## config.mk

```make
export PLATFORM = sky130hd
export DESIGN_NAME = power_ctrl_flat
export DESIGN_NICKNAME = d
export VERILOG_FILES = /design/src/rtl/power_pkg.sv /design/src/rtl/power_ctrl_if.sv /design/src/rtl/pow_exp_shifter.sv /design/src/rtl/power_ctrl.sv /design/src/flat_wrapper.sv
export SDC_FILE = /design/constraint.sdc
export NUM_CORES = 1
export LEC_CHECK = 0
export CAP_MARGIN = 20
export CORE_UTILIZATION = 45
export DETAILED_ROUTE_END_ITERATION = 10
export HOLD_SLACK_MARGIN = 0.12
export PLACE_DENSITY = 0.74
export SYNTH_ARGS = -nofsm -noshare
export SYNTH_HDL_FRONTEND = slang
export SYNTH_SLANG_ARGS = --single-unit
```

## constraint.sdc

```tcl
create_clock -name CLK -period 2.26 [get_ports CLK]
set_input_delay 0.452 -clock CLK [delete_from_list [all_inputs] [get_ports CLK]]
set_output_delay 0.452 -clock CLK [all_outputs]
set_load 0.01 [all_outputs]
```

## src/rtl/power_pkg.sv

```systemverilog
// power_pkg: state encoding and IEEE-754 field constants shared by the power sequencer.
package power_pkg;
    typedef enum logic [2:0] {IDLE, EVAL, MUL_ACC, WAIT_ACC, MUL_SQ, WAIT_SQ, FINISH} state_t;
    localparam logic [31:0] ONE_FP   = 32'h3F800000;
    localparam int          SIGN_BIT = 31;
    localparam int          EXP_MSB  = 30;
    localparam int          EXP_LSB  = 23;
endpackage

```

## src/rtl/power_ctrl_if.sv

```systemverilog
// power_ctrl_if: request/response signals from the decoder plus the shared multiplier handshake.
interface power_ctrl_if #(parameter int EXP_W = 8);
    logic             start;
    logic [31:0]      base;
    logic [EXP_W-1:0] exp_n;
    logic             busy;
    logic             done;
    logic [31:0]      result;
    logic             overflow;
    logic             underflow;
    logic             mul_start;
    logic [31:0]      mul_a;
    logic [31:0]      mul_b;
    logic             mul_done;
    logic [31:0]      mul_result;
    logic             mul_ovf;
    logic             mul_unf;
    modport slave (
        input  start, base, exp_n, mul_done, mul_result, mul_ovf, mul_unf,
        output busy, done, result, overflow, underflow, mul_start, mul_a, mul_b
    );
    modport master (
        output start, base, exp_n, mul_done, mul_result, mul_ovf, mul_unf,
        input  busy, done, result, overflow, underflow, mul_start, mul_a, mul_b
    );
endinterface

```

## src/rtl/pow_exp_shifter.sv

```systemverilog
// pow_exp_shifter: exponent register consumed LSB-first, with zero and last-bit detection.
module pow_exp_shifter #(parameter int EXP_W = 8) (
    input  logic             CLK,
    input  logic             RST,
    input  logic             load_i,
    input  logic             shift_i,
    input  logic [EXP_W-1:0] n_i,
    output logic             lsb_o,
    output logic             zero_o,
    output logic             last_o
);
    logic [EXP_W-1:0] n_q, n_d;
    always_comb n_d = load_i ? n_i : shift_i ? n_q >> 1 : n_q;
    always_ff @(posedge CLK) n_q <= !RST ? '0 : n_d;
    assign lsb_o  = n_q[0];
    assign zero_o = n_q == '0;
    // last_o: nothing remains once the current bit is consumed
    assign last_o = (n_q >> 1) == '0;
endmodule

```

## src/rtl/power_ctrl.sv

```systemverilog
// power_ctrl: right-to-left square-and-multiply sequencer computing base^n on a shared FP multiplier.
// Optional macro POWER_SHORTCUT_EN resolves zero/denormal, one and n==1 cases without multiplying.
module power_ctrl #(
    parameter int          EXP_W  = 8,
    parameter logic [31:0] ONE_FP = power_pkg::ONE_FP
) (
    input logic         CLK,
    input logic         RST,
    power_ctrl_if.slave bus
);
    import power_pkg::*;
    state_t      state_q, state_d;
    logic [31:0] acc_q, acc_d, sq_q, sq_d, result_q, result_d, mul_a_q, mul_a_d, mul_b_q, mul_b_d;
    logic        ovf_q, ovf_d, unf_q, unf_d;
    logic        load, shift, n_lsb, n_zero, n_last;
    pow_exp_shifter #(.EXP_W(EXP_W)) u_shift (
        .CLK(CLK), .RST(RST), .load_i(load), .shift_i(shift), .n_i(bus.exp_n),
        .lsb_o(n_lsb), .zero_o(n_zero), .last_o(n_last)
    );
`ifdef POWER_SHORTCUT_EN
    logic first_q;
    always_ff @(posedge CLK) first_q <= RST && state_q == IDLE;
`endif
    always_comb begin
        state_d = state_q;
        acc_d   = acc_q;
        sq_d    = sq_q;
        ovf_d   = ovf_q;
        unf_d   = unf_q;
        load    = 1'b0;
        shift   = 1'b0;
        case (state_q)
            IDLE: if (bus.start) begin
                acc_d   = ONE_FP;
                sq_d    = bus.base;
                ovf_d   = 1'b0;
                unf_d   = 1'b0;
                load    = 1'b1;
                state_d = EVAL;
            end
            EVAL: begin
                if (n_zero) state_d = FINISH;
`ifdef POWER_SHORTCUT_EN
                else if (first_q && (sq_q[EXP_MSB:EXP_LSB] == '0 || sq_q == ONE_FP || (n_lsb && n_last))) begin
                    acc_d   = sq_q[EXP_MSB:EXP_LSB] == '0 ? {sq_q[SIGN_BIT] & n_lsb, 31'b0} : sq_q;
                    state_d = FINISH;
                end
`endif
                else if (n_lsb) state_d = MUL_ACC;
                else begin
                    shift   = 1'b1;
                    state_d = n_last ? FINISH : MUL_SQ;
                end
            end
            MUL_ACC: state_d = WAIT_ACC;
            WAIT_ACC: if (bus.mul_done) begin
                acc_d   = bus.mul_result;
                shift   = 1'b1;
                ovf_d   = ovf_q | bus.mul_ovf;
                unf_d   = unf_q | bus.mul_unf;
                state_d = (bus.mul_ovf || bus.mul_unf || n_last) ? FINISH : MUL_SQ;
            end
            MUL_SQ: state_d = WAIT_SQ;
            // a flagged square is reported through acc so FINISH has a single source
            WAIT_SQ: if (bus.mul_done) begin
                sq_d    = bus.mul_result;
                ovf_d   = ovf_q | bus.mul_ovf;
                unf_d   = unf_q | bus.mul_unf;
                acc_d   = (bus.mul_ovf || bus.mul_unf) ? bus.mul_result : acc_q;
                state_d = (bus.mul_ovf || bus.mul_unf) ? FINISH : EVAL;
            end
            FINISH: state_d = IDLE;
            default: state_d = IDLE;
        endcase
    end
    // operands are latched one cycle ahead so they are valid with mul_start and hold through the wait
    always_comb begin
        result_d = state_d == FINISH ? acc_d : result_q;
        mul_a_d  = state_d == MUL_ACC ? acc_q : state_d == MUL_SQ ? sq_q : mul_a_q;
        mul_b_d  = (state_d == MUL_ACC || state_d == MUL_SQ) ? sq_q : mul_b_q;
    end
    always_ff @(posedge CLK) begin
        if (!RST) begin
            state_q  <= IDLE;
            acc_q    <= '0;
            sq_q     <= '0;
            result_q <= '0;
            mul_a_q  <= '0;
            mul_b_q  <= '0;
            ovf_q    <= 1'b0;
            unf_q    <= 1'b0;
        end else begin
            state_q  <= state_d;
            acc_q    <= acc_d;
            sq_q     <= sq_d;
            result_q <= result_d;
            mul_a_q  <= mul_a_d;
            mul_b_q  <= mul_b_d;
            ovf_q    <= ovf_d;
            unf_q    <= unf_d;
        end
    end
    assign bus.busy      = state_q != IDLE && state_q != FINISH;
    assign bus.done      = state_q == FINISH;
    assign bus.mul_start = state_q == MUL_ACC || state_q == MUL_SQ;
    assign bus.mul_a     = mul_a_q;
    assign bus.mul_b     = mul_b_q;
    assign bus.result    = result_q;
    assign bus.overflow  = ovf_q;
    assign bus.underflow = unf_q;
endmodule
```

## src/flat_wrapper.sv

```systemverilog
// flat-port wrapper written by rule: the top's interface ports become plain ports
module power_ctrl_flat import power_pkg::*;
#(
    parameter int          EXP_W  = 8,
    parameter logic [31:0] ONE_FP = power_pkg::ONE_FP
)
  (CLK, RST, bus_start, bus_base, bus_exp_n, bus_mul_done, bus_mul_result, bus_mul_ovf, bus_mul_unf, bus_busy, bus_done, bus_result, bus_overflow, bus_underflow, bus_mul_start, bus_mul_a, bus_mul_b);
  power_ctrl_if #(.EXP_W(EXP_W)) bus_i ();
  input logic CLK;
  input logic RST;
  input wire logic [$bits(bus_i.start)-1:0] bus_start;
  input wire logic [$bits(bus_i.base)-1:0] bus_base;
  input wire logic [$bits(bus_i.exp_n)-1:0] bus_exp_n;
  input wire logic [$bits(bus_i.mul_done)-1:0] bus_mul_done;
  input wire logic [$bits(bus_i.mul_result)-1:0] bus_mul_result;
  input wire logic [$bits(bus_i.mul_ovf)-1:0] bus_mul_ovf;
  input wire logic [$bits(bus_i.mul_unf)-1:0] bus_mul_unf;
  output wire logic [$bits(bus_i.busy)-1:0] bus_busy;
  output wire logic [$bits(bus_i.done)-1:0] bus_done;
  output wire logic [$bits(bus_i.result)-1:0] bus_result;
  output wire logic [$bits(bus_i.overflow)-1:0] bus_overflow;
  output wire logic [$bits(bus_i.underflow)-1:0] bus_underflow;
  output wire logic [$bits(bus_i.mul_start)-1:0] bus_mul_start;
  output wire logic [$bits(bus_i.mul_a)-1:0] bus_mul_a;
  output wire logic [$bits(bus_i.mul_b)-1:0] bus_mul_b;
  assign bus_i.start = bus_start;
  assign bus_i.base = bus_base;
  assign bus_i.exp_n = bus_exp_n;
  assign bus_i.mul_done = bus_mul_done;
  assign bus_i.mul_result = bus_mul_result;
  assign bus_i.mul_ovf = bus_mul_ovf;
  assign bus_i.mul_unf = bus_mul_unf;
  assign bus_busy = bus_i.busy;
  assign bus_done = bus_i.done;
  assign bus_result = bus_i.result;
  assign bus_overflow = bus_i.overflow;
  assign bus_underflow = bus_i.underflow;
  assign bus_mul_start = bus_i.mul_start;
  assign bus_mul_a = bus_i.mul_a;
  assign bus_mul_b = bus_i.mul_b;
  power_ctrl #(.EXP_W(EXP_W), .ONE_FP(ONE_FP)) u_core (.CLK(CLK), .RST(RST), .bus(bus_i));
endmodule
```

==> results.py <==
metrics = {
    "run_status": {
        "status": "complete, no violations",
    },
    "logic_synthesis": {
        "synth_nets": 907,
        "ys_seq_area_share_pct": 47.5,
        "synth_seq_cells": 173,
        "synth_cells": 829,
        "avgSynthCellArea_um2": 8.80,
        "syn_area_mm2": 0.00729,
        "yosysWarnings": 0,
        "yosysUniqueCellTypes": 36,
    },
    "clocking": {
        "cts_buffers": 17,
        "cts_tree": "done",
        "h-tree-depth": 4,
        "worstSkewPairLatency_ns": 0.44,
        "cts_num_sinks": 173,
        "clk_pin_slew_ns": 0.07,
        "cts.path.max_buffers": 2,
        "postCtsHoldBufs": 0,
        "root_buffer": "clkbuf_16",
    },
    "floorplanning": {
        "fp.coreArea_mm2": 0.0158,
        "rows": 46,
        "die_y_um": 129,
        "die_x_um": 129,
        "die_area_mm2": 0.0167,
        "start_util_pct": 46.1,
        "io_pins": 179,
    },
    "cells_and_area": {
        "drive_gt1_share_pct": 10.1,
        "ff_latch_area_mm2": 0.00347,
        "syn2layout_area_growth_pct": 40.8,
        "post-route-util_pct": 64.9,
        "n_fill_cell": 1276,
        "design_area_mm2": 0.0103,
        "multi_input_area_mm2": 0.00350,
        "nNetsFinal": 1071,
        "n_antenna_cell": 0,
    },
    "timing": {
        "period_needed_ns": 2.15,
        "max_freq_ghz": 0.465,
        "final_max_slew_viol_count": 0,
        "clock_skew_ns": 0.00840,
        "worstMarginPinSlew_ns": 0.432,
        "finalSetupViolations": 0,
        "rsz0062_at_grt": "false",
        "slew_headroom_pct": 71.0,
        "hold_viol": 0,
        "hold_ws_ns": 0.434,
        "period_share_pct": 95.1,
    },
    "drt": {
        "num_vias": 6848,
        "wire_per_inst_um": 17.2,
        "first_iter_violations": 534,
        "drcViolationCount": 0,
        "ant_nets": 0,
        "vias_per_cell": 5.60,
        "postRouteWirelength_um": 21000,
        "first_pass_iters": 5,
    },
    "grt": {
        "antenna_found_initial": 0,
        "grt_first_pass_wirelength_um": 33300,
        "grt_overflow": 0,
        "grt_max_degree": 58,
        "grt_pass1_vias": 6471,
        "grt_usage_pct": 25.5,
    },
    "setup_path": {
        "end_kind": "primary output",
        "crit_fanout": 18,
        "crit_family": "buffers and inverters",
        "crit_required_ns": 1.81,
        "path_class": "flip-flop to primary output",
        "cp_slowest_stage_delay_ns": 0.55,
        "critPathSlowestCell": "clkdlybuf4s50_1",
        "critPathArrivalTime_ns": 1.70,
        "cp-start-kind": "flip-flop",
        "path_buf_inv": 2,
        "path_cells": "buf_6 -> nor2_1 -> clkdlybuf4s50_1",
    },
    "power": {
        "p_leak_nw": 4.49,
        "max-vdd-ir-drop_v": 0.000633,
        "power_density_mw_per_mm2": 1190,
        "finalPower_mw": 12.2,
    },
    "placement": {
        "gp_congestion": 0.836,
        "numPortBuffers": 178,
        "place.detailed.hpwl_um": 14000,
        "placed_area_mm2": 0.00962,
    },
    "flow_run": {
        "max-cap-violations": 0,
    },
    "worst_hold_path": {
        "min_path_type": "input port to flip-flop",
    },
}
==> stage by stage <==
step                      setup TNS, ns  std cells  setup slack [ns]
after global routing                  0       1222            0.0277
final                                 0       1222             0.110
after detailed placement         -21.24       1187            -0.274
after floorplan                       0        829             0.322
after CTS                      -0.00281       1219          -0.00281
after global placement           -20.50       1187            -0.239
==> layer usage <==
layer	wire, µm	share of wire (%)	vias to the layer above	track usage [%]
met5	0	0	-	0
met4	337	1.6	0	9.13
met3	1470	7.0	27	6.73
met2	9950	47	237	42.4
met1	9240	44	3264	31.9
li1	-	-	3320	-
==> sequential cells by signal (all words and copies together) (netlist names) <==
name / cells
u_core.u_shift.n_q: 8
u_core.bus.result: 32
u_core.bus.overflow: 1
u_core.acc_q: 32
u_core.state_q: 3
u_core.bus.mul_b: 32
u_core.sq_q: 32
u_core.bus.underflow: 1
u_core.bus.mul_a: 32
==> layout make-up <==
cell class	instances	share of cell area, %
clock buffers	17	4.14
well taps	216	2.63
inverters	2	0.0731
flip-flops and latches	173	33.8
repair buffers	230	23.5
multi-input cells	569	34.1
clock inverters	15	1.75
==> worst paths after layout <==
kind / cells past startpoint / to / slack (ns) / startpoint
setup / recovery: 3 / bus_done / 0.11 / u_core.state_q[0]
hold / removal: 2 / u_core.bus.result[23] / 0.43 / RST
setup reg to reg: 7 / u_core.bus.result[16] / 0.12 / u_core.u_shift.n_q[4]
hold reg to reg: 2 / u_core.bus.mul_b[16] / 0.45 / u_core.bus.mul_b[16]
==> cell families after synthesis <==
logic type | synth area share [%]
AO/OA/AOI/OAI | 24.7
buffers and inverters | 5.56
flip-flops | 47.5
AND/OR/NAND/NOR | 20.3
multiplexers | 1.92
==> synthesized netlist by cell type, drive strengths merged <==
master / n / area [µm²]
a211oi: 1 / 12.5
a21o: 2 / 15.0
a21oi: 5 / 28.8
a221o: 26 / 260
a22oi: 25 / 188
a2bb2oi: 1 / 8.76
a31oi: 32 / 200
and2: 8 / 50.1
and3: 1 / 6.26
buf: 40 / 229
clkbuf: 45 / 169
dfxtp: 173 / 3460
inv: 2 / 7.51
mux2i: 14 / 140
nand2: 149 / 559
nand2b: 11 / 68.8
nand3: 101 / 505
nand4: 1 / 6.26
nor2: 12 / 45.0
nor2b: 29 / 181
nor3: 1 / 5.00
nor4: 1 / 12.5
o211a: 72 / 721
o211ai: 2 / 15.0
o21ai: 68 / 348
o22ai: 1 / 6.26
or2: 3 / 18.8
or2b: 1 / 8.76
or3: 1 / 6.26
or3b: 1 / 8.76
==> where the power goes <==
| group | switching [mW] | leakage, nW | internal, mW |
|---|---|---|---|
| clock network | 1.35 | 0.285 | 1.67 |
| registers | 0.530 | 1.41 | 3.78 |
| logic | 2.57 | 2.79 | 2.34 |
| total | 4.45 | 4.49 | 7.79 |
==> cell usage in the layout, fill, tap and decap left out, types with 2 or more instances in the layout <==
master           count
o21ai_4              3
nor2_1              10
inv_6                4
nand2_1            148
nor2b_4              2
a21o_1               2
o211a_1             72
dfxtp_4              2
a21oi_1              4
inv_8                3
buf_6                2
bufinv_16            2
nand3_1            100
nand2b_1            11
a31oi_1             32
and2_1               8
inv_1                2
clkbuf_16           17
clkdlybuf4s50_1    175
clkinvlp_4           4
dfxtp_1            170
o21ai_1             33
mux2i_1             14
nor2_4               2
o21ai_0             32
a22oi_1             25
or2_1                3
buf_4               32
nor2b_1             26
a221o_1             26
buf_12              19
o211ai_1             2
==> what timing repair did <==
action / in CTS / in global routing
endpoints found under the hold margin: 0 / 0
pin swaps: 0 / 0
endpoints found under the setup margin: 3 / 1
setup buffers: 0 / 3
resized for setup: 6 / 3
No activity file was read; power rests on OpenSTA's default activity.
